### config.mk
export PLATFORM = sky130hd
export DESIGN_NAME = add_accumulator_flat
export DESIGN_NICKNAME = d
export VERILOG_FILES = /design/src/rtl/add_accumulator_if.sv /design/src/rtl/add_accumulator.sv /design/src/flat_wrapper.sv
export SDC_FILE = /design/constraint.sdc
export NUM_CORES = 1
export LEC_CHECK = 0
export CORE_MARGIN = 2
export CORE_UTILIZATION = 38
export CTS_CLUSTER_SIZE = 14
export DETAILED_ROUTE_END_ITERATION = 8
export GPL_ROUTABILITY_DRIVEN = 0
export GPL_TIMING_DRIVEN = 0
export PLACE_DENSITY_LB_ADDON = 0.2
export SLEW_MARGIN = 20
export SYNTH_ARGS = -nofsm -noshare
export SYNTH_HDL_FRONTEND = slang
export SYNTH_SLANG_ARGS = --single-unit
### constraint.sdc
create_clock -name clk -period 6.9 [get_ports clk]
set_input_delay 2.07 -clock clk [delete_from_list [all_inputs] [get_ports clk]]
set_output_delay 2.07 -clock clk [all_outputs]
set_load 0.1 [all_outputs]
### src/rtl/add_accumulator_if.sv
// Handshake bundle for add_accumulator: burst start, operand stream in, total out.
interface add_accumulator_if #(
    parameter int unsigned WIDTH = 3,
    parameter int unsigned LEN_W = 4,
    parameter int unsigned ACC_W = 8
);
    logic             start;
    logic [LEN_W-1:0] len;
    logic             in_valid;
    logic             in_ready;
    logic [WIDTH-1:0] a;
    logic [WIDTH-1:0] b;
    logic             cin;
    logic             out_valid;
    logic             out_ready;
    logic [ACC_W-1:0] acc;
    logic             ovf;
    logic             busy;

    modport master (
        output start, len, in_valid, a, b, cin, out_ready,
        input  in_ready, out_valid, acc, ovf, busy
    );

    modport slave (
        input  start, len, in_valid, a, b, cin, out_ready,
        output in_ready, out_valid, acc, ovf, busy
    );
endinterface

### src/rtl/add_accumulator.sv
// Sums a burst of {a, b, cin} triples into a wrapping accumulator with a sticky
// carry-out flag, then offers the total on an output handshake.
module add_accumulator #(
    parameter int unsigned WIDTH = 3,
    parameter int unsigned LEN_W = 4,
    parameter int unsigned ACC_W = 8
) (
    input  logic               clk,
    input  logic               rst,
    add_accumulator_if.slave   bus
);
    localparam int unsigned SUM_W = ACC_W + 1;

    typedef enum logic [1:0] {
        IDLE  = 2'd0,
        ACCUM = 2'd1,
        DONE  = 2'd2
    } state_t;

    state_t           state_q, state_n;
    logic [ACC_W-1:0] acc_q, acc_n;
    logic             ovf_q, ovf_n;
    logic [LEN_W-1:0] rem_q, rem_n;
    logic             in_ready_q, in_ready_n;
    logic             out_valid_q, out_valid_n;
    logic             busy_q, busy_n;
    logic [SUM_W-1:0] sum_c;

    // One extra bit on the sum captures the carry out of the accumulator.
    assign sum_c = {1'b0, acc_q} + SUM_W'(bus.a) + SUM_W'(bus.b) + SUM_W'(bus.cin);

    always_comb begin
        state_n = state_q;
        acc_n   = acc_q;
        ovf_n   = ovf_q;
        rem_n   = rem_q;

        case (state_q)
            IDLE: begin
                if (bus.start) begin
                    acc_n   = '0;
                    ovf_n   = 1'b0;
                    rem_n   = bus.len;
                    state_n = (bus.len == '0) ? DONE : ACCUM;
                end
            end
            ACCUM: begin
                if (bus.in_valid && in_ready_q) begin
                    acc_n = sum_c[ACC_W-1:0];
                    ovf_n = ovf_q | sum_c[ACC_W];
                    rem_n = rem_q - LEN_W'(1);
                    if (rem_q == LEN_W'(1)) begin
                        state_n = DONE;
                    end
                end
            end
            DONE: begin
                if (bus.out_ready && out_valid_q) begin
                    state_n = IDLE;
                end
            end
            default: state_n = IDLE;
        endcase

        // Handshake flags follow the next state so they register alongside it.
        in_ready_n  = (state_n == ACCUM);
        out_valid_n = (state_n == DONE);
        busy_n      = (state_n != IDLE);
    end

    always_ff @(posedge clk) begin
        if (rst) begin
            state_q     <= IDLE;
            acc_q       <= '0;
            ovf_q       <= 1'b0;
            rem_q       <= '0;
            in_ready_q  <= 1'b0;
            out_valid_q <= 1'b0;
            busy_q      <= 1'b0;
        end else begin
            state_q     <= state_n;
            acc_q       <= acc_n;
            ovf_q       <= ovf_n;
            rem_q       <= rem_n;
            in_ready_q  <= in_ready_n;
            out_valid_q <= out_valid_n;
            busy_q      <= busy_n;
        end
    end

    assign bus.in_ready  = in_ready_q;
    assign bus.out_valid = out_valid_q;
    assign bus.acc       = acc_q;
    assign bus.ovf       = ovf_q;
    assign bus.busy      = busy_q;
endmodule

### src/flat_wrapper.sv
// flat-port wrapper written by rule: the top's interface ports become plain ports
module add_accumulator_flat 
#(
    parameter int unsigned WIDTH = 3,
    parameter int unsigned LEN_W = 4,
    parameter int unsigned ACC_W = 8
)
  (clk, rst, bus_start, bus_len, bus_in_valid, bus_a, bus_b, bus_cin, bus_out_ready, bus_in_ready, bus_out_valid, bus_acc, bus_ovf, bus_busy);
  add_accumulator_if #(.WIDTH(WIDTH), .LEN_W(LEN_W), .ACC_W(ACC_W)) bus_i ();
  input  logic clk;
  input  logic rst;
  input wire logic [$bits(bus_i.start)-1:0] bus_start;
  input wire logic [$bits(bus_i.len)-1:0] bus_len;
  input wire logic [$bits(bus_i.in_valid)-1:0] bus_in_valid;
  input wire logic [$bits(bus_i.a)-1:0] bus_a;
  input wire logic [$bits(bus_i.b)-1:0] bus_b;
  input wire logic [$bits(bus_i.cin)-1:0] bus_cin;
  input wire logic [$bits(bus_i.out_ready)-1:0] bus_out_ready;
  output wire logic [$bits(bus_i.in_ready)-1:0] bus_in_ready;
  output wire logic [$bits(bus_i.out_valid)-1:0] bus_out_valid;
  output wire logic [$bits(bus_i.acc)-1:0] bus_acc;
  output wire logic [$bits(bus_i.ovf)-1:0] bus_ovf;
  output wire logic [$bits(bus_i.busy)-1:0] bus_busy;
  assign bus_i.start = bus_start;
  assign bus_i.len = bus_len;
  assign bus_i.in_valid = bus_in_valid;
  assign bus_i.a = bus_a;
  assign bus_i.b = bus_b;
  assign bus_i.cin = bus_cin;
  assign bus_i.out_ready = bus_out_ready;
  assign bus_in_ready = bus_i.in_ready;
  assign bus_out_valid = bus_i.out_valid;
  assign bus_acc = bus_i.acc;
  assign bus_ovf = bus_i.ovf;
  assign bus_busy = bus_i.busy;
  add_accumulator #(.WIDTH(WIDTH), .LEN_W(LEN_W), .ACC_W(ACC_W)) u_core (.clk(clk), .rst(rst), .bus(bus_i));
endmodule
After elaboration in Yosys (flattened, before gate mapping)
Cells that the tools add are included.
{"block": "op_classes", "reduce_logical": 7, "eq_ne": 7, "add_sub_neg": 4, "muxes": 15, "bitwise_logic": 1}
{"operator": "2-to-1 mux 8 bit", "count": 2}
{"operator": "one-hot mux 8 bit (2 select lines)", "count": 1}
{"operator": "2-to-1 mux 2 bit", "count": 5}
{"operator": "adder 8 x 3 -> 9 bit", "count": 1}
{"operator": "adder 9 x 1 -> 9 bit", "count": 1}
{"operator": "adder 9 x 3 -> 9 bit", "count": 1}
{"operator": "2-to-1 mux 4 bit", "count": 2}
{"operator": "one-hot mux 4 bit (2 select lines)", "count": 1}
{"operator": "one-hot mux 2 bit (3 select lines)", "count": 1}
{"operator": "equality test 2 x 1 -> 1 bit (second input constant)", "count": 2}
{"operator": "equality test 2 bit (second input constant)", "count": 2}
{"operator": "equality test 4 x 1 -> 1 bit (second input constant)", "count": 1}
{"operator": "zero test 4 bit", "count": 1}
{"operator": "nonzero test 2 bit", "count": 2}
{"operator": "subtractor 4 x 1 -> 4 bit (second input constant)", "count": 1}
{"operator": "AND reduction 3 bit", "count": 1}
{"operator": "logical AND 1 bit", "count": 2}
{"operator": "zero test 2 bit", "count": 1}
{"operator": "2-to-1 mux 1 bit", "count": 2}
{"operator": "inequality test 2 x 1 -> 1 bit (second input constant)", "count": 1}
{"operator": "inequality test 2 bit (second input constant)", "count": 1}
{"operator": "one-hot mux 1 bit (2 select lines)", "count": 1}
{"operator": "OR 1 bit", "count": 1}
{"block": "totals", "out_inout_bits": 12, "ff_bits": 18}

Depth between registers and ports, before layout
Gate-level depths: netlist (run 1).
{"block": "logic_depth", "depth_word": 6, "mapped_depth": 7, "depth_no_buf": 7}

Least setup slack after synthesis (run 1)
Ideal clock, no wire load.
{"block": "synth_timing", "kind": "in2reg", "start": "in bus_cin", "end": "reg u_core.ovf_q (netlist: u_core.bus.ovf)", "arrival_time_ns": 3.543, "required_time_ns": 6.764, "slack_ns": 3.221, "cell_stages": 7, "path_cell_list": "fa_1 -> ha_1 -> fa_1 -> nand3_1 -> a22oi_2 -> a31oi_1 -> nor3_1"}
{"block": "synth_via", "elab_chain_cells": 4}
{"item": "from (decl)", "line_no": "flat_wrapper.sv:17", "text": "input wire logic [$bits(bus_i.cin)-1:0] bus_cin;"}
{"item": "adder 9 x 1 -> 9 bit", "line_no": "add_accumulator.sv:30", "text": "assign sum_c = {1'b0, acc_q} + SUM_W'(bus.a) + SUM_W'(bus.b) + SUM_W'(bus.cin);"}
{"item": "OR 1 bit", "line_no": "add_accumulator.sv:50", "text": "ovf_n = ovf_q | sum_c[ACC_W];"}
{"item": "2-to-1 mux 1 bit", "line_no": "add_accumulator.sv:48", "text": "if (bus.in_valid && in_ready_q) begin"}
{"item": "one-hot mux 1 bit (2 select lines)", "line_no": "add_accumulator.sv:38", "text": "case (state_q)"}
{"item": "to (signal assigned)", "line_no": "add_accumulator.sv:83", "text": "ovf_q <= ovf_n;"}
{"item": "to (decl)", "line_no": "add_accumulator.sv:22", "text": "logic ovf_q, ovf_n;"}
Every way passes these cells. The select of a mux whose other input is x is not followed.
A chain may end at the register's enable or synchronous reset.

Worst setup path in the final report (run 1)
{"block": "layout_timing", "start": "in bus_cin", "end": "reg u_core.acc_q[6] (netlist: u_core.bus.acc[6])"}
{"block": "layout_via", "elab_chain_cells": 3}
{"item": "adder 9 x 1 -> 9 bit", "line_no": "add_accumulator.sv:30"}
{"item": "2-to-1 mux 8 bit", "line_no": "add_accumulator.sv:48"}
{"item": "one-hot mux 8 bit (2 select lines)", "line_no": "add_accumulator.sv:38"}
{"item": "to (signal assigned)", "line_no": "add_accumulator.sv:82", "text": "acc_q <= acc_n;"}
{"item": "to (decl)", "line_no": "add_accumulator.sv:21", "text": "logic [ACC_W-1:0] acc_q, acc_n;"}
Every way passes these cells. The select of a mux whose other input is x is not followed.

==> results of run 1 <==
## layer usage
metal	part of all wire [%]	global-route usage, %	wire length, um
met5	0	0	0
met4	1.5	3.74	34
met1	47	20.7	1050
met3	5.3	5.99	119
met2	46	25.4	1050
## layout make-up
| class | instances | area, sq um | area share (%) |
|---|---|---|---|
| buffer | 3 | 20.0 | 1.46 |
| timing repair buffer | 27 | 270 | 19.7 |
| tap | 31 | 38.8 | 2.82 |
| sequential | 18 | 360 | 26.2 |
| clock buffer | 3 | 22.5 | 1.64 |
| multi-input combinational | 88 | 648 | 47.1 |
| inverter | 4 | 15.0 | 1.09 |
## power by group
group	switching, mW	internal, mW	leakage (nW)
combinational	0.0488	0.0325	0.354
sequential	0.00398	0.109	0.147
clock	0.0303	0.0203	0.0138
## cell usage after synthesis (all sizes together), types with 3 or more instances
library cell,n
a211oi,3
a21oi,9
a221oi,3
dfxtp,18
fa,4
ha,6
inv,4
nand2,10
nand3,6
nor2,9
nor3,4
o21ai,5
## metrics by stage
| stage | instances | util, % | hold WS (ns) | total power [mW] | cell area, sq um |
|---|---|---|---|---|---|
| after floorplan | 113 | - | 0.460 | 0.173 | 1040 |
| after global placement | 171 | 50.3 | 0.475 | 0.196 | 1350 |
| after detailed placement | 171 | 50.3 | 0.484 | 0.197 | 1350 |
| after CTS | 174 | 51.2 | 0.505 | 0.248 | 1380 |
| after global routing | 174 | 51.2 | 0.533 | 0.262 | 1380 |
| final | 174 | 51.2 | 0.497 | 0.245 | 1380 |
## cells in the final DEF (no fill, tap or decap), types with 2 or more instances in the layout
master            n
a21boi_0          2
or3_1             2
ha_1              6
mux2i_1           2
nor2b_1           2
clkdlybuf4s50_1  27
xnor2_1           2
o31a_1            2
fa_1              4
nor3_1            3
inv_1             4
nand2_1           9
a21oi_1           9
o21ai_0           4
nor2_1            9
nand3_1           6
dfxtp_1          18
a221oi_1          2
clkbuf_4          3
a211oi_1          3
## sequential cells by signal, summed over array words and instances, names as in the netlist
name / count
u_core.bus.busy: 1
u_core.state_q: 2
u_core.bus.acc: 8
u_core.rem_q: 4
u_core.bus.in_ready: 1
u_core.bus.ovf: 1
u_core.bus.out_valid: 1
## worst max-delay path by stage
| stage | endpoint | slack [ns] | cells past startpoint |
|---|---|---|---|
| after detailed placement | u_core.bus.acc[6] | 2.63 | 8 |
| final | u_core.bus.acc[6] | 2.95 | 8 |
| after global routing | u_core.bus.acc[6] | 2.86 | 8 |
| after floorplan | u_core.bus.ovf | 3.22 | 7 |
| after CTS | u_core.bus.acc[6] | 2.94 | 8 |
| after global placement | u_core.bus.ovf | 2.65 | 8 |
## kinds of logic after synthesis
family | count (synthesis)
AOI/OAI and AO/OA | 29
xor gates and xnor gates | 3
adders and majority gates | 10
buffers and inverters | 7
DFF | 18
muxes | 3
and+or+nand+nor | 43
## worst max-delay path: cells and delay by family
kind                     cells  cell delay (ns)
AND/OR/NAND/NOR              2             0.19
XOR/XNOR                     1             0.21
AO/OA/AOI/OAI                1             0.08
adder cells (fa/ha/maj)      3             1.07
buffers and inverters        1             0.48
==> key figures, run 1 <==
Run status
  • Run status: finished clean

Final layout
  • Fin nets: 171
  • Fillers: 257
  • Area growth syn-to-layout: 31.8%
  • Share of cells above drive strength 1: 8.39%
  • Ant. Diodes: 0

Setup path
  • WP data arrival: 4.11 ns
  • R2R Path End: u_core.bus.acc[6]
  • Worst R2R Start: u_core.bus.acc[0]
  • Worst setup startpoint: bus_cin
  • CP max FO: 3
  • Worst R2R Setup Slack: 4.81 ns
  • Crit start category: primary input
  • Critical path class: in -> reg
  • CP Capture Type: flip-flop
  • Worst path slowest cell: clkdlybuf4s50_1
  • Worst-path cell chain: clkdlybuf4s50_1 > fa_1 > ha_1 > fa_1 > nand3_1 > a221oi_2 > xnor2_1 > nor3_2
  • Worst path required time: 7.06 ns
  • Crit path top cell by count: fa_1
  • CP max stage delay: 0.48 ns
  • Cells on worst reg2reg path: 7

Clocking
  • Clk root buf: clkbuf_4
  • Clock buffer count from CTS: 3
  • Post CTS Setup Buffer Count: 0
  • Worst-Skew Late Latency: 0.29 ns
  • H-tree depth: 1
  • Max Buffers Root-to-Sink: 2
  • TritonCTS clock tree: done
  • Hold_buf cts: 0
  • Clock transition at path regs: 0.10 ns
  • Post-cts sizing count: 0
  • Clock Sink Count: 18

STA
  • Fin Clk Skew: 0.00574 ns
  • RSZ-0062 raised after global routing: no
  • Final worst slack: 2.95 ns
  • Post-layout min period: 3.95 ns
  • Final max-slew violation count: 0
  • Worst Max-Slew Pin Slew: 0.976 ns
  • Fin Setup TNS: 0 ns
  • Final hold violations: 0
  • Max-Slew Margin vs Limit: 34.8%
  • Fmax: 0.253 GHz
  • Fin crit share: 57.2%
  • Setup violations, final: 0

Global routing
  • Tot GR Track Use: 16.0%
  • Remaining Overflow, GRT: 0
  • Vias in the first global route: 915
  • Antenna violations before repair: 0
  • First-pass GRT wire length: 4.05 mm
  • Pin count of the biggest net entering global routing: 11

Routing
  • Post-Route WL: 2.25 mm
  • Via count: 931
  • Drt drc: 0
  • DR pass1 iterations: 4
  • Vias per cell: 5.35
  • Iter 0 DRT Violations: 11
  • ANT nets after route: 0
  • Post-DR wirelength/cell: 12.9 um

Yosys
  • Post-Synth XOR/XNOR Area: 2.52%
  • Post-Synthesis Cells: 113
  • Synthesized cell area: 1040 sq um
  • Largest family of logic cells by synthesized area: simple AND/OR/NAND/NOR gates
  • Seq/Total Area, Yosys: 34.5%
  • Main synth FF type: dfxtp_1
  • Avg Cell Area, Syn: 9.23 sq um
  • Post-synth EDFFs: 0
  • Leading area contributor after synthesis: dfxtp_1
  • Async SR Flop Fraction: 0%
  • Mux cell area share after synthesis: 3.00%
  • Synth cell types: 42
  • Yosys top cell area share: 34.5%
  • Compound-Gate Fraction of Synth Area: 19.3%
  • Main area contributors after synthesis: dfxtp_1 35%, fa_1 7.7%, ha_1 7.2%, a21oi_1 4.3%, nand2_1 3.2%
  • Adder-cell share of the synthesized area: 14.9%
  • Flops & latches, synth: 18
  • Synth Warn #: 0
  • Post-Synth Simple-Gate Area: 22.4%
  • Post-synth net total: 139

Power
  • VDD IR-drop max: 0.116 mV
  • Power density over the cells: 178 nW/um^2
  • Leak: 0.515 nW

Floorplan
  • # IOs: 28
  • Initial core utilization: 38.8%
  • Die area: 3180 sq um
  • Die W: 56.4 um
  • Core area: 2690 sq um
  • Chip height: 56.4 um
  • Row cnt: 19

Min path
  • Hold Path Depth: 2
  • Hold Path End: u_core.bus.acc[0]
  • Hold Crit Class: reg -> reg
  • Hold_sp: u_core.bus.acc[0]

Placed design
  • Dpl ws: 2.63 ns
  • DP Wirelength: 1.81 mm
  • IO Port Bufs: 27

Flow run
  • Max cap viols: 0
No activity file was read; power rests on OpenSTA's default activity.
==> run 2, diff against run 1 <==
==> constraint.sdc (replaced) <==
create_clock -name clk -period 3.31 [get_ports clk]
set_input_delay 0.993 -clock clk [delete_from_list [all_inputs] [get_ports clk]]
set_output_delay 0.993 -clock clk [all_outputs]
set_load 0.1 [all_outputs]
==> results of run 2 <==
Same layout as run 1 (identical final DEF). Status: finished clean.
Main changes from that run: setup slack after placement 2.63 ns -> 0.118 ns; setup slack after layout 2.95 ns -> 0.441 ns; register-to-register setup slack 4.81 ns -> 1.22 ns; total power 0.245 mW -> 0.511 mW; worst IR drop on VDD 0.116 mV -> 0.241 mV
